[src/rtl/adder_defs.sv]
// Shared definitions for the bit-serial adder: FSM state encodings and default width.
package adder_defs;

    localparam int unsigned DEFAULT_WIDTH = 8;

    typedef enum logic [1:0] {
        IDLE = 2'd0,
        RUN  = 2'd1,
        DONE = 2'd2
    } state_t;

endpackage

[src/rtl/full_adder.sv]
// One-bit full adder used as the per-bit engine of the serial adder.
module full_adder (
    input  logic A,
    input  logic B,
    input  logic cin,
    output logic sum,
    output logic cout
);

    logic w_p;

    assign w_p  = A ^ B;
    assign sum  = w_p ^ cin;
    assign cout = (A & B) | (cin & w_p);

endmodule

[src/rtl/serial_adder.sv]
// Bit-serial adder: one operand bit pair per clock, LSB first, result after WIDTH edges.
// Define SERIAL_ADDER_OVF_EN to add the registered signed-overflow output ovf.
module serial_adder
    import adder_defs::*;
#(
    parameter int unsigned WIDTH = DEFAULT_WIDTH
) (
    input  logic             clk,
    input  logic             rst,
    input  logic             start,
    input  logic [WIDTH-1:0] A,
    input  logic [WIDTH-1:0] B,
    input  logic             cin,
    output logic [WIDTH-1:0] sum,
    output logic             cout,
    output logic             busy,
    output logic             done
`ifdef SERIAL_ADDER_OVF_EN
    ,
    output logic             ovf
`endif
);

    localparam int unsigned CNT_W = $clog2(WIDTH) + 1;
    localparam logic [CNT_W-1:0] LAST_BIT = CNT_W'(WIDTH - 1);

    state_t           r_state;
    state_t           w_next;
    logic             w_accept;
    logic             w_last;
    logic [WIDTH-1:0] r_a;
    logic [WIDTH-1:0] r_b;
    logic [WIDTH-1:0] r_sum;
    logic [CNT_W-1:0] r_cnt;
    logic             r_carry;
    logic             r_cout;
    logic             w_s;
    logic             w_co;
`ifdef SERIAL_ADDER_OVF_EN
    logic             r_ovf;
`endif

    full_adder u_full_adder (
        .A    (r_a[0]),
        .B    (r_b[0]),
        .cin  (r_carry),
        .sum  (w_s),
        .cout (w_co)
    );

    always_ff @(posedge clk) begin
        if (rst) begin
            r_state <= IDLE;
        end else begin
            r_state <= w_next;
        end
    end

    always_comb begin
        w_next   = r_state;
        w_accept = 1'b0;
        w_last   = (r_cnt == LAST_BIT);
        unique case (r_state)
            IDLE: begin
                if (start) begin
                    w_accept = 1'b1;
                    w_next   = RUN;
                end
            end
            RUN: begin
                if (w_last) begin
                    w_next = DONE;
                end
            end
            DONE: begin
                // Back-to-back: a start seen during DONE goes straight to RUN.
                if (start) begin
                    w_accept = 1'b1;
                    w_next   = RUN;
                end else begin
                    w_next = IDLE;
                end
            end
            default: w_next = IDLE;
        endcase
    end

    always_ff @(posedge clk) begin
        if (rst) begin
            r_a     <= '0;
            r_b     <= '0;
            r_sum   <= '0;
            r_cnt   <= '0;
            r_carry <= 1'b0;
            r_cout  <= 1'b0;
`ifdef SERIAL_ADDER_OVF_EN
            r_ovf   <= 1'b0;
`endif
        end else if (w_accept) begin
            r_a     <= A;
            r_b     <= B;
            r_carry <= cin;
            r_cnt   <= '0;
        end else if (r_state == RUN) begin
            r_a     <= r_a >> 1;
            r_b     <= r_b >> 1;
            r_carry <= w_co;
            r_sum   <= {w_s, r_sum[WIDTH-1:1]};
            r_cnt   <= r_cnt + 1'b1;
            if (w_last) begin
                r_cout <= w_co;
`ifdef SERIAL_ADDER_OVF_EN
                // r_carry is the carry into the MSB on the final bit.
                r_ovf  <= r_carry ^ w_co;
`endif
            end
        end
    end

    assign sum  = r_sum;
    assign cout = r_cout;
    assign busy = (r_state == RUN);
    assign done = (r_state == DONE);
`ifdef SERIAL_ADDER_OVF_EN
    assign ovf  = r_ovf;
`endif

endmodule

[config.mk]
export PLATFORM = sky130hd
export DESIGN_NAME = serial_adder
export DESIGN_NICKNAME = d
export VERILOG_FILES = /design/src/rtl/adder_defs.sv /design/src/rtl/full_adder.sv /design/src/rtl/serial_adder.sv
export SDC_FILE = /design/constraint.sdc
export NUM_CORES = 1
export LEC_CHECK = 0
export CORE_UTILIZATION = 60
export DETAILED_ROUTE_END_ITERATION = 7
export DONT_BUFFER_PORTS = 1
export PLACE_DENSITY_LB_ADDON = 0.08
export SYNTH_ARGS = -nofsm -noshare
export SYNTH_HDL_FRONTEND = slang
export SYNTH_SLANG_ARGS = --single-unit
export TNS_END_PERCENT = 10
[constraint.sdc]
create_clock -name clk -period 1.6 [get_ports clk]
set_input_delay 0.48 -clock clk [delete_from_list [all_inputs] [get_ports clk]]
set_output_delay 0.48 -clock clk [all_outputs]
set_load 0.05 [all_outputs]
---- Word-level counts from Yosys, hierarchy flattened ----
Index checks and enable logic that the tools add are counted.
storage, ports and cells
  output and inout port bits .............. 11
  word-level logic and storage cells ...... 38
  register bits after elaboration ......... 32
cells by class
  equal/unequal tests ..................... 5
  reductions and logical operators ........ 7
  muxes and demuxes ....................... 12
  $add $sub $neg .......................... 1
  bitwise gates (word level) .............. 6
operators with widths
  operator             count
  $mux 8               4
  $pmux 2 s3           1
  $mux 1               5
  $add 4x1->4 const B  1
  $eq 4x3->1 const B   1
  $mux 2               2
  $reduce_and 2->1     2
  $reduce_or 2->1      2
  $reduce_and 3->1     1
  $and 1x1->1          2
  $eq 2x1->1 const B   1
  $eq 2x2->1 const B   1
  $logic_not 2->1      1
  $ne 2x1->1 const B   1
  $ne 2x2->1 const B   1
  $reduce_bool 2->1    1
  $xor 1x1->1          2
  $not 1->1            1
  $or 1x1->1           1

---- Longest topological paths before layout ----
Gate-level depths: netlist (run 1).
  depth after elaboration ................. 5
  mapped depth ............................ 6
  gate-level depth less buffers ........... 4

---- By module ----
A second synthesis (run 1) with hierarchy kept.
second synthesis, totals
  cell total of the unflattened synthesis .. 149
  area, all modules ....................... 1365.1 µm²
modules (own cells, without submodules)
  module        instances  cells each  area an instance (µm²)
  serial_adder  1          148         1345.0
  full_adder    1          1           20.0

---- Least setup slack after synthesis (run 1) ----
OpenSTA, ideal clock, no wires.
  kind .................................... register -> output
  start point ............................. reg r_state[1]
  end point ............................... out busy
  arrival time ............................ 0.922 ns
  setup slack ............................. 0.198 ns
  stages on the path, launching flop included .. 5
  buffers on the path ..................... 2
  data required time ...................... 1.120 ns
  path through ............................ dfxtp_1 nand2b_1 buf_6 clkinv_2 buf_2
on the way
  cells in the longest elaborated chain, start to end .. 1
ends and longest elaborated chain
  what                    line                 text
  start, declared         serial_adder.sv:27   state_t r_state;
  start signal, assigned  serial_adder.sv:55   r_state <= w_next;
  $eq 2x1->1              serial_adder.sv:122  assign busy = (r_state == RUN);
  end, declared           serial_adder.sv:16   output logic busy,
Every way passes these cells.

---- Worst setup path in the final report (run 1) ----
  start point ............................. reg r_state[0]
  end point ............................... out done
on the way
  cells in the longest elaborated chain, start to end .. 1
ends and longest elaborated chain
  what           line                 text
  $eq 2x2->1     serial_adder.sv:123  assign done = (r_state == DONE);
  end, declared  serial_adder.sv:17   output logic done
Every way passes these cells.

==> results_dict.tcl, run 1 <==
set metrics [dict create \
    cts_setup_buffers 0 \
    final_cells 175 \
    fp-row-count 16 \
    clock-sinks 32 \
    synth_cell_type_count 26 \
    swShare_pct 25.33 \
    layout.nets 169 \
    slew_viol_final 0 \
    clkSlewWorstSetupHoldPaths_ns 0.11 \
    place_hpwl_um 1543 \
    peakVddDrop_uv 853.5 \
    end_kind "primary output" \
    rr_startpoint "r_state[0]" \
    synthFlopType "dfxtp_1" \
    r2r-end "r_b[4]" \
    dieArea_mm2 0.002365 \
    powerDensity_mw_per_mm2 1196 \
    post-route-period-util_pct 96.66 \
    netlist_area_mm2 0.001305 \
    p_leak_nw 0.5013 \
    io_pins 31 \
    ys_warn_count 0 \
    htree_levels 2 \
    r2r_cells 4 \
    grt_max_degree 32 \
    p_total_mw 1.659 \
    min-delay-start "rst" \
    p_int_mw 1.239 \
    antenna_found_initial 0 \
    p_clk_share_pct 36.5 \
    drt_iter0_markers 29 \
    skew_ns 0.01113 \
    synth_edf_count 0 \
    wl_met2_um 1179 \
    met3_length_um 117 \
    die_w_um 48.64 \
    grt_pass1_wl_um 4036 \
    power.share.sequential_pct 53.0 \
    path_depth 2 \
    cp.required_ns 1.12 \
    cts_hold_buf 0 \
    synth_fp_nets 169 \
    crit_slowest_cell "dfxtp_4" \
    cp_cell_sequence "and2b_1 > buf_4" \
    synthMuxAreaShare_pct 3.068 \
    yosysSeqAreaShare_pct 49.09 \
    cts_tree "built" \
    min_path_type "input port to flop" \
    cts_buffer_depth 2 \
    grt_pass1_vias 966 \
    die_y_um 48.64 \
    synth_xor_area_share_pct 1.342 \
    whs_ns 0.2007 \
    power.share.combinational_pct 10.5 \
    max_stage_delay_ns 0.39 \
    dp_slack_ns 0.1705 \
    synth-async-reset-ratio_pct 0 \
    avgSynthCellArea_um2 8.878 \
    worst_pin_slew_ns 0.5418 \
    syn-instance-count 147 \
    syn2layout_area_growth_pct 6.328 \
    synth_top_family_by_area "simple AND/OR/NAND/NOR gates" \
    drv_cap 0 \
    crit_family "flip-flops" \
    wl_met1_um 1062 \
    core_area_mm2 0.002002 \
    dp_cells 167 \
    setup_tns_ns 0 \
    num_vias 1020 \
    insertedDiodeCount 0 \
    grtUsageTotal_pct 22.72 \
    hold_end "sum[5]" \
    dr.pass1.iters 4 \
    wl_per_cell_um 13.69 \
    drc 0 \
    yosys.area_share.simple_pct 21.48 \
    overflow 0 \
    fmax_ghz 0.6466 \
    clock_latency_ns 0.33 \
    viasPerCell 5.829 \
    cts_root_buffer "clkbuf_4" \
    setup_ws_ns 0.05338 \
    rsz0062_at_grt "false" \
    crit_buf_inv 1 \
    antenna_left 0 \
    initial_core_util_pct 65.19 \
    path_max_fanout 5 \
    whs_path_depth 1 \
    r2r_slack_ns 0.21 \
    globalplace.congestion 0.7345 \
    hold_violations 0 \
    port_buffers 0 \
    drive_above_1_share_pct 11.49 \
    yosys.area_share.adder_pct 2.493 \
    finalSetupViolCount 0 \
    wirelength_um 2395 \
    slew_headroom_pct 63.88 \
    crit_type "flop to primary output" \
    synth-seq-cells 32 \
    status "finished, final reports clean" \
    cts_buffers 5 \
    synth-compound-area-share_pct 14.57 \
    arrival_ns 1.07 \
    power.switching_mw 0.4203 \
    topRoutingLayerUsed "met4" \
    min_period_ns 1.547 \
    start_kind "flop" \
]
metrics by stage:
| stage | utilization, % | cell area [um2] |
|---|---|---|
| after floorplan | - | 1305 |
| after global placement | 64.56 | 1292 |
| after detailed placement | 64.56 | 1292 |
| after CTS | 68.75 | 1376 |
| after global routing | 69.31 | 1388 |
| final | 69.31 | 1388 |
power groups by stage:
stage	clock [mW]	combinational [mW]	sequential [mW]
detailed placement	0	0.170	0.895
CTS	0.617	0.174	0.877
global route	0.659	0.197	0.885
global placement	0	0.165	0.893
finish	0.606	0.175	0.879
floorplan	0	0.169	0.889
repair_timing:
action,4_1_cts,5_1_grt
endpoints found under the setup margin,1,2
pin swaps,0,0
resized for setup,1,3
layout by cell type (no fill, tap or decap):
master and n:
nor3_1 22, mux2i_1 4, o22ai_1 8, nand2b_4 1
dfxtp_1 31, clkinvlp_4 1, nand2_1 20, xor2_1 1
dfxtp_4 1, nand4_1 1, o21ai_0 3, and2b_1 2
clkbuf_4 5, buf_4 5, bufinv_16 1, xnor2_1 1
ha_1 1, nand3_1 6, a31oi_1 2, or3_1 2
clkinv_2 2, nand3b_1 2, nand2b_1 1, buf_6 1
a21oi_1 15, fa_1 1, a22oi_1 5, nor2_1 1
inv_1 2
cell usage after synthesis, drive strengths merged, types with 2 or more instances:
| cell | n | share of area (%) |
|---|---|---|
| nor3 | 22 | 8.4 |
| mux2i | 4 | 3.1 |
| and2b | 2 | 1.2 |
| or3 | 2 | 0.96 |
| a31oi | 2 | 0.96 |
| nand2 | 20 | 5.8 |
| dfxtp | 32 | 49 |
| nand3 | 6 | 2.3 |
| inv | 2 | 0.58 |
| a22oi | 5 | 2.9 |
| o22ai | 8 | 3.8 |
| nand2b | 2 | 0.96 |
| clkbuf | 2 | 0.58 |
| o21ai | 3 | 1.2 |
| buf | 11 | 6.4 |
| a21oi | 15 | 5.8 |
| nand3b | 2 | 1.2 |
worst max-delay path by stage:
| stage | start | endpoint | slack [ns] |
|---|---|---|---|
| floorplan | r_state[1] | busy | 0.20 |
| global placement | start | r_b[4] | 0.22 |
| detailed placement | start | r_b[4] | 0.17 |
| CTS | r_state[0] | done | 0.02 |
| global route | r_state[0] | done | 0.008 |
| finish | r_state[0] | done | 0.05 |
cells by family (layout without fill, tap and decap cells):
kind of cell,count (synthesis),in the layout
adder cells (fa/ha/maj),2,2
multiplexers,4,4
AO/OA/AOI/OAI,33,33
AND/OR/NAND/NOR,58,58
buffers and inverters,16,17
flip-flops,32,32
XOR/XNOR,2,2
metal layers:
layer  GRT usage, %  vias up
li1               -      513
met1          26.01      473
met2          38.19       28
met3          7.547        6
met4          10.29        0
met5              0        -
final cells by class:
type	instances	area, um2
flip-flops and latches	32	644.4
fillers	175	614.3
multi-input cells	99	568.0
repair buffers	6	48.80
clock inverters	3	42.54
clock buffers	5	37.54
well taps	27	33.78
inverters	3	12.51
flip-flops by register name, summed over array words and instances (netlist names):
register / flops
r_carry: 1
r_a: 8
r_b: 8
r_state: 2
sum: 8
cout: 1
r_cnt: 4
(Power assumes the default switching activity.)
==> run 2, diff against run 1 <==
==> constraint.sdc (replaced) <==
create_clock -name clk -period 1.6 [get_ports clk]
set_input_delay 0.16 -clock clk [delete_from_list [all_inputs] [get_ports clk]]
set_output_delay 0.16 -clock clk [all_outputs]
set_load 0.05 [all_outputs]
==> results_dict.tcl, run 2 (same netlist as run 1, synthesis figures left out) <==
set metrics [dict create \
    status "finished, final reports clean" \
    wirelength_um 2470 \
    p_leak_nw 0.5202 \
    fp-row-count 16 \
    p_clk_share_pct 30.8 \
    cts_tree "built" \
    insertedDiodeCount 0 \
    die_w_um 48.64 \
    num_vias 1066 \
    cp.required_ns 1.44 \
    utilization_pct 69.94 \
    post-route-period-util_pct 92.42 \
    clock_latency_ns 0.32 \
    core_area_mm2 0.002002 \
    arrival_ns 1.32 \
    layout.nets 174 \
    port_buffers 0 \
    clkSlewWorstSetupHoldPaths_ns 0.10 \
    wl_met1_um 1116 \
    power.share.combinational_pct 12.3 \
    fin_area_mm2 0.001400 \
    setup_tns_ns 0 \
    dr.pass1.iters 4 \
    p_int_mw 1.121 \
    cts_root_buffer "clkbuf_4" \
    hold_end "r_a[1]" \
    drt_iter0_markers 10 \
    power.share.sequential_pct 57.0 \
    cts_setup_buffers 0 \
    slew_headroom_pct 33.32 \
    whs_path_depth 2 \
    grtUsageTotal_pct 23.40 \
    final_cell_mix "32 x dfxtp_1, 22 x nor3_1, 20 x nand2_1, 15 x a21oi_1, 9 x buf_4" \
    slew_viol_final 0 \
    met3_length_um 160 \
    dieArea_mm2 0.002365 \
    initial_core_util_pct 65.19 \
    overflow 0 \
    crit_type "flop to primary output" \
    io_pins 31 \
    grt_pass1_wl_um 4209 \
    drive_above_1_share_pct 11.76 \
    syn2layout_area_growth_pct 7.286 \
    globalplace.congestion 0.6830 \
    setup_ws_ns 0.1212 \
    htree_levels 2 \
    rr_startpoint "r_state[0]" \
    r2r-end "r_a[2]" \
    seqCellArea_um2 640.6 \
    min_period_ns 1.479 \
    power.switching_mw 0.4143 \
    fillers 167 \
    fmax_ghz 0.6762 \
    wl_per_cell_um 13.72 \
    topRoutingLayerUsed "met4" \
    skew_ns 0.005478 \
    end_kind "primary output" \
    multi_input_area_um2 560.5 \
    antenna_left 0 \
    start_kind "flop" \
    swShare_pct 26.98 \
    powerDensity_mw_per_mm2 1097 \
    place_hpwl_um 1582 \
    dp_slack_ns 0.1993 \
    peakVddDrop_uv 711.0 \
    placed_area_mm2 0.001315 \
    min-delay-start "A[1]" \
    die_y_um 48.64 \
    layout_commonest_cell "dfxtp_1" \
    min_path_type "input port to flop" \
    cts_buffers 5 \
    r2r_slack_ns 0.18 \
    finalSetupViolCount 0 \
    rsz0062_at_grt "false" \
    viasPerCell 5.922 \
    antenna_found_initial 0 \
    hold_violations 0 \
    r2r_cells 4 \
    grt_pass1_vias 975 \
    drv_cap 0 \
    path_max_fanout 30 \
    grt_max_degree 31 \
    drc 0 \
    worst_pin_slew_ns 0.9969 \
    cts_buffer_depth 2 \
    wl_met2_um 1147 \
    clock-sinks 32 \
]
run 2: cell count changes in the layout (fill, tap and decap cells not counted), sizes merged:
cell | before | now
buf | 6 | 9
dlygate4sd3 | 0 | 2
bufinv | 1 | 0
clkbuf | 5 | 6
clkinv | 2 | 3
clkinvlp | 1 | 0
run 2: area by class of cell:
type / count / area share [%]
clock inverters: 2 / 0.7149
inverters: 3 / 1.162
repair buffers: 11 / 6.256
clock buffers: 6 / 3.664
flip-flops and latches: 32 / 45.76
multi-input cells: 99 / 40.04
well taps: 27 / 2.413
run 2: timing repair:
item / 4_1_cts / 5_1_grt
hold buffers: 2 / 0
resized for setup: 1 / 0
endpoints found under the setup margin: 1 / 0
endpoints found under the hold margin: 29 / 0
run 2: power by group through the flow:
| stage | logic, mW | registers, mW | clock network (mW) |
|---|---|---|---|
| 2_1_floorplan | 0.169 | 0.889 | 0 |
| 3_3_place_gp | 0.166 | 0.890 | 0 |
| 3_5_place_dp | 0.173 | 0.892 | 0 |
| 4_1_cts | 0.189 | 0.874 | 0.483 |
| 5_1_grt | 0.211 | 0.881 | 0.517 |
| 6_report | 0.188 | 0.875 | 0.473 |
run 2: how the worst max path moves through the flow:
stage                     from     end  slack (ns)  cells after the start
global route        r_state[1]    busy        0.03                      3
CTS                 r_state[1]    busy        0.10                      3
finish              r_state[1]    busy        0.12                      3
detailed placement  r_state[0]  r_a[3]        0.20                      4
global placement    r_state[0]  r_a[1]        0.27                      4
floorplan           r_state[1]  sum[1]        0.40                      6
run 2: layer usage:
layer  vias up  track usage (%)
met1       499            27.20
met2        33            38.43
met5         -                0
li1        529                -
met4         0            13.24
met3         5            6.604
run 2: critical path, cell delays in order, from the launching register on:
cell	delay, ns
dfxtp_1	0.34
nand2b_1	0.18
clkinv_4	0.21
buf_4	0.26
run 2: stage by stage:
stage	power, mW	std cells	hold WS, ns
final	1.536	180	0.02132
after global routing	1.608	180	0.02442
after CTS	1.546	180	0.01247
after detailed placement	1.065	170	0.2339
after global placement	1.056	170	0.2308
after floorplan	1.058	147	0.3390
==> run 3, diff against run 2 <==
==> constraint.sdc (replaced) <==
create_clock -name clk -period 1.4 [get_ports clk]
set_input_delay 0.14 -clock clk [delete_from_list [all_inputs] [get_ports clk]]
set_output_delay 0.14 -clock clk [all_outputs]
set_load 0.05 [all_outputs]
==> results_dict.tcl, run 3 (same netlist as run 1, synthesis figures left out) <==
set metrics [dict create \
    wirelength_um 2576 \
    drc 0 \
    port_buffers 0 \
    arrival_ns 1.17 \
    drv_cap 0 \
    dp_cells 174 \
    drt_iter0_markers 20 \
    p_total_mw 1.700 \
    fillers 167 \
    grt_pass1_vias 996 \
    crit_type "flop to primary output" \
    p_leak_nw 0.5480 \
    syn2layout_area_growth_pct 11.31 \
    skew_ns 0.01132 \
    insertedDiodeCount 0 \
    htree_levels 2 \
    globalplace.congestion 0.7362 \
    r2r-end "cout" \
    worst_pin_slew_ns 0.4597 \
    core_area_mm2 0.002002 \
    antenna_found_initial 0 \
    hold_violations 0 \
    end_kind "primary output" \
    final_cells 184 \
    r2r_cells 4 \
    utilization_pct 72.56 \
    antenna_left 0 \
    rr_startpoint "r_state[1]" \
    finalSetupViolCount 0 \
    whs_path_depth 2 \
    wl_per_cell_um 14.00 \
    clkSlewWorstSetupHoldPaths_ns 0.10 \
    cts_tree "built" \
    die_w_um 48.64 \
    multi_input_area_um2 569.3 \
    fp-row-count 16 \
    place_hpwl_um 1595 \
    power.share.sequential_pct 58.5 \
    peakVddDrop_uv 713.7 \
    p_clk_share_pct 27.2 \
    max_stage_delay_ns 0.35 \
    path_max_fanout 15 \
    layout.nets 179 \
    cp.required_ns 1.26 \
    grt_pass1_wl_um 4374 \
    io_pins 31 \
    cp_cell_sequence "nand2b_4 > clkinv_4 > buf_4" \
    die_y_um 48.64 \
    viasPerCell 5.864 \
    cts_root_buffer "clkbuf_4" \
    initial_core_util_pct 65.19 \
    start_kind "flop" \
    swShare_pct 26.87 \
    power.switching_mw 0.4569 \
    layout_commonest_cell "dfxtp_1" \
    slew_viol_final 0 \
    grtUsageTotal_pct 24.23 \
    powerDensity_mw_per_mm2 1170 \
    dr.pass1.iters 4 \
    crit_slowest_cell "dfxtp_1" \
    clock_latency_ns 0.32 \
    crit_buf_inv 2 \
    p_int_mw 1.243 \
    rsz0062_at_grt "false" \
    grt_max_degree 32 \
    seqCellArea_um2 641.9 \
    final_cell_mix "31 x dfxtp_1, 22 x nor3_1, 20 x nand2_1, 15 x a21oi_1, 12 x buf_4" \
    crit_family "flip-flops" \
    drive_above_1_share_pct 15.92 \
    hold_end "r_a[0]" \
    r2r_slack_ns 0.13 \
    setup_tns_ns 0 \
    fin_area_mm2 0.001453 \
    fmax_ghz 0.7649 \
    min_period_ns 1.307 \
    cts_buffer_depth 2 \
    power.share.combinational_pct 14.3 \
    dieArea_mm2 0.002365 \
    cts_buffers 5 \
    min-delay-start "A[0]" \
    cts_setup_buffers 0 \
    post-route-period-util_pct 93.39 \
    placed_area_mm2 0.001358 \
    status "finished, final reports clean" \
    slew_headroom_pct 69.46 \
    overflow 0 \
    min_path_type "input port to flop" \
    num_vias 1079 \
    clock-sinks 32 \
]
[run 3: area by class of cell]
type / count / area share (%)
Inverter: 3 / 1.120
Sequential cell: 32 / 44.19
Timing Repair inverter: 1 / 0.3445
Multi-Input combinational cell: 99 / 39.19
Tap cell: 27 / 2.326
Clock buffer: 6 / 2.842
Clock inverter: 1 / 0.3445
Timing Repair Buffer: 15 / 9.647
[run 3: timing repair]
item / 4_1_cts / 5_1_grt
gates resized for setup: 2 / 3
gates cloned: 1 / 0
endpoints found under the hold margin: 30 / 30
setup endpoints to repair: 1 / 12
[run 3: through the flow]
| step | hold slack [ns] | setup slack (ns) |
|---|---|---|
| after floorplan | 0.3190 | 0.1977 |
| after global placement | 0.2114 | 0.1058 |
| after detailed placement | 0.2139 | 0.07139 |
| after CTS | -0.1352 | 0.02916 |
| after global routing | 0.003726 | 0.003951 |
| final | 0.005909 | 0.09256 |
[run 3: per-layer routing]
layer | up-vias | wire (um) | GRT usage, %
met5 | - | 0 | 0
met4 | 0 | 0 | 5.882
met3 | 0 | 123 | 9.119
met2 | 23 | 1314 | 41.67
met1 | 519 | 1138 | 28.31
li1 | 537 | - | -
[run 3: worst max path at each step]
stage | endpoint | cells past startpoint | from | slack [ns]
after floorplan | sum[1] | 6 | r_state[1] | 0.20
after global placement | r_b[1] | 4 | r_state[0] | 0.11
after detailed placement | r_b[1] | 4 | r_state[0] | 0.07
after CTS | busy | 3 | r_state[1] | 0.03
after global routing | busy | 3 | r_state[1] | 0.004
final | busy | 3 | r_state[1] | 0.09
[run 3: power groups by stage]
stage / registers [mW] / clock network, mW / logic [mW]
after global placement: 1.01 / 0 / 0.207
after floorplan: 1.02 / 0 / 0.193
final: 0.994 / 0.463 / 0.243
after CTS: 0.992 / 0.481 / 0.220
after global routing: 1.00 / 0.529 / 0.267
after detailed placement: 1.01 / 0 / 0.214
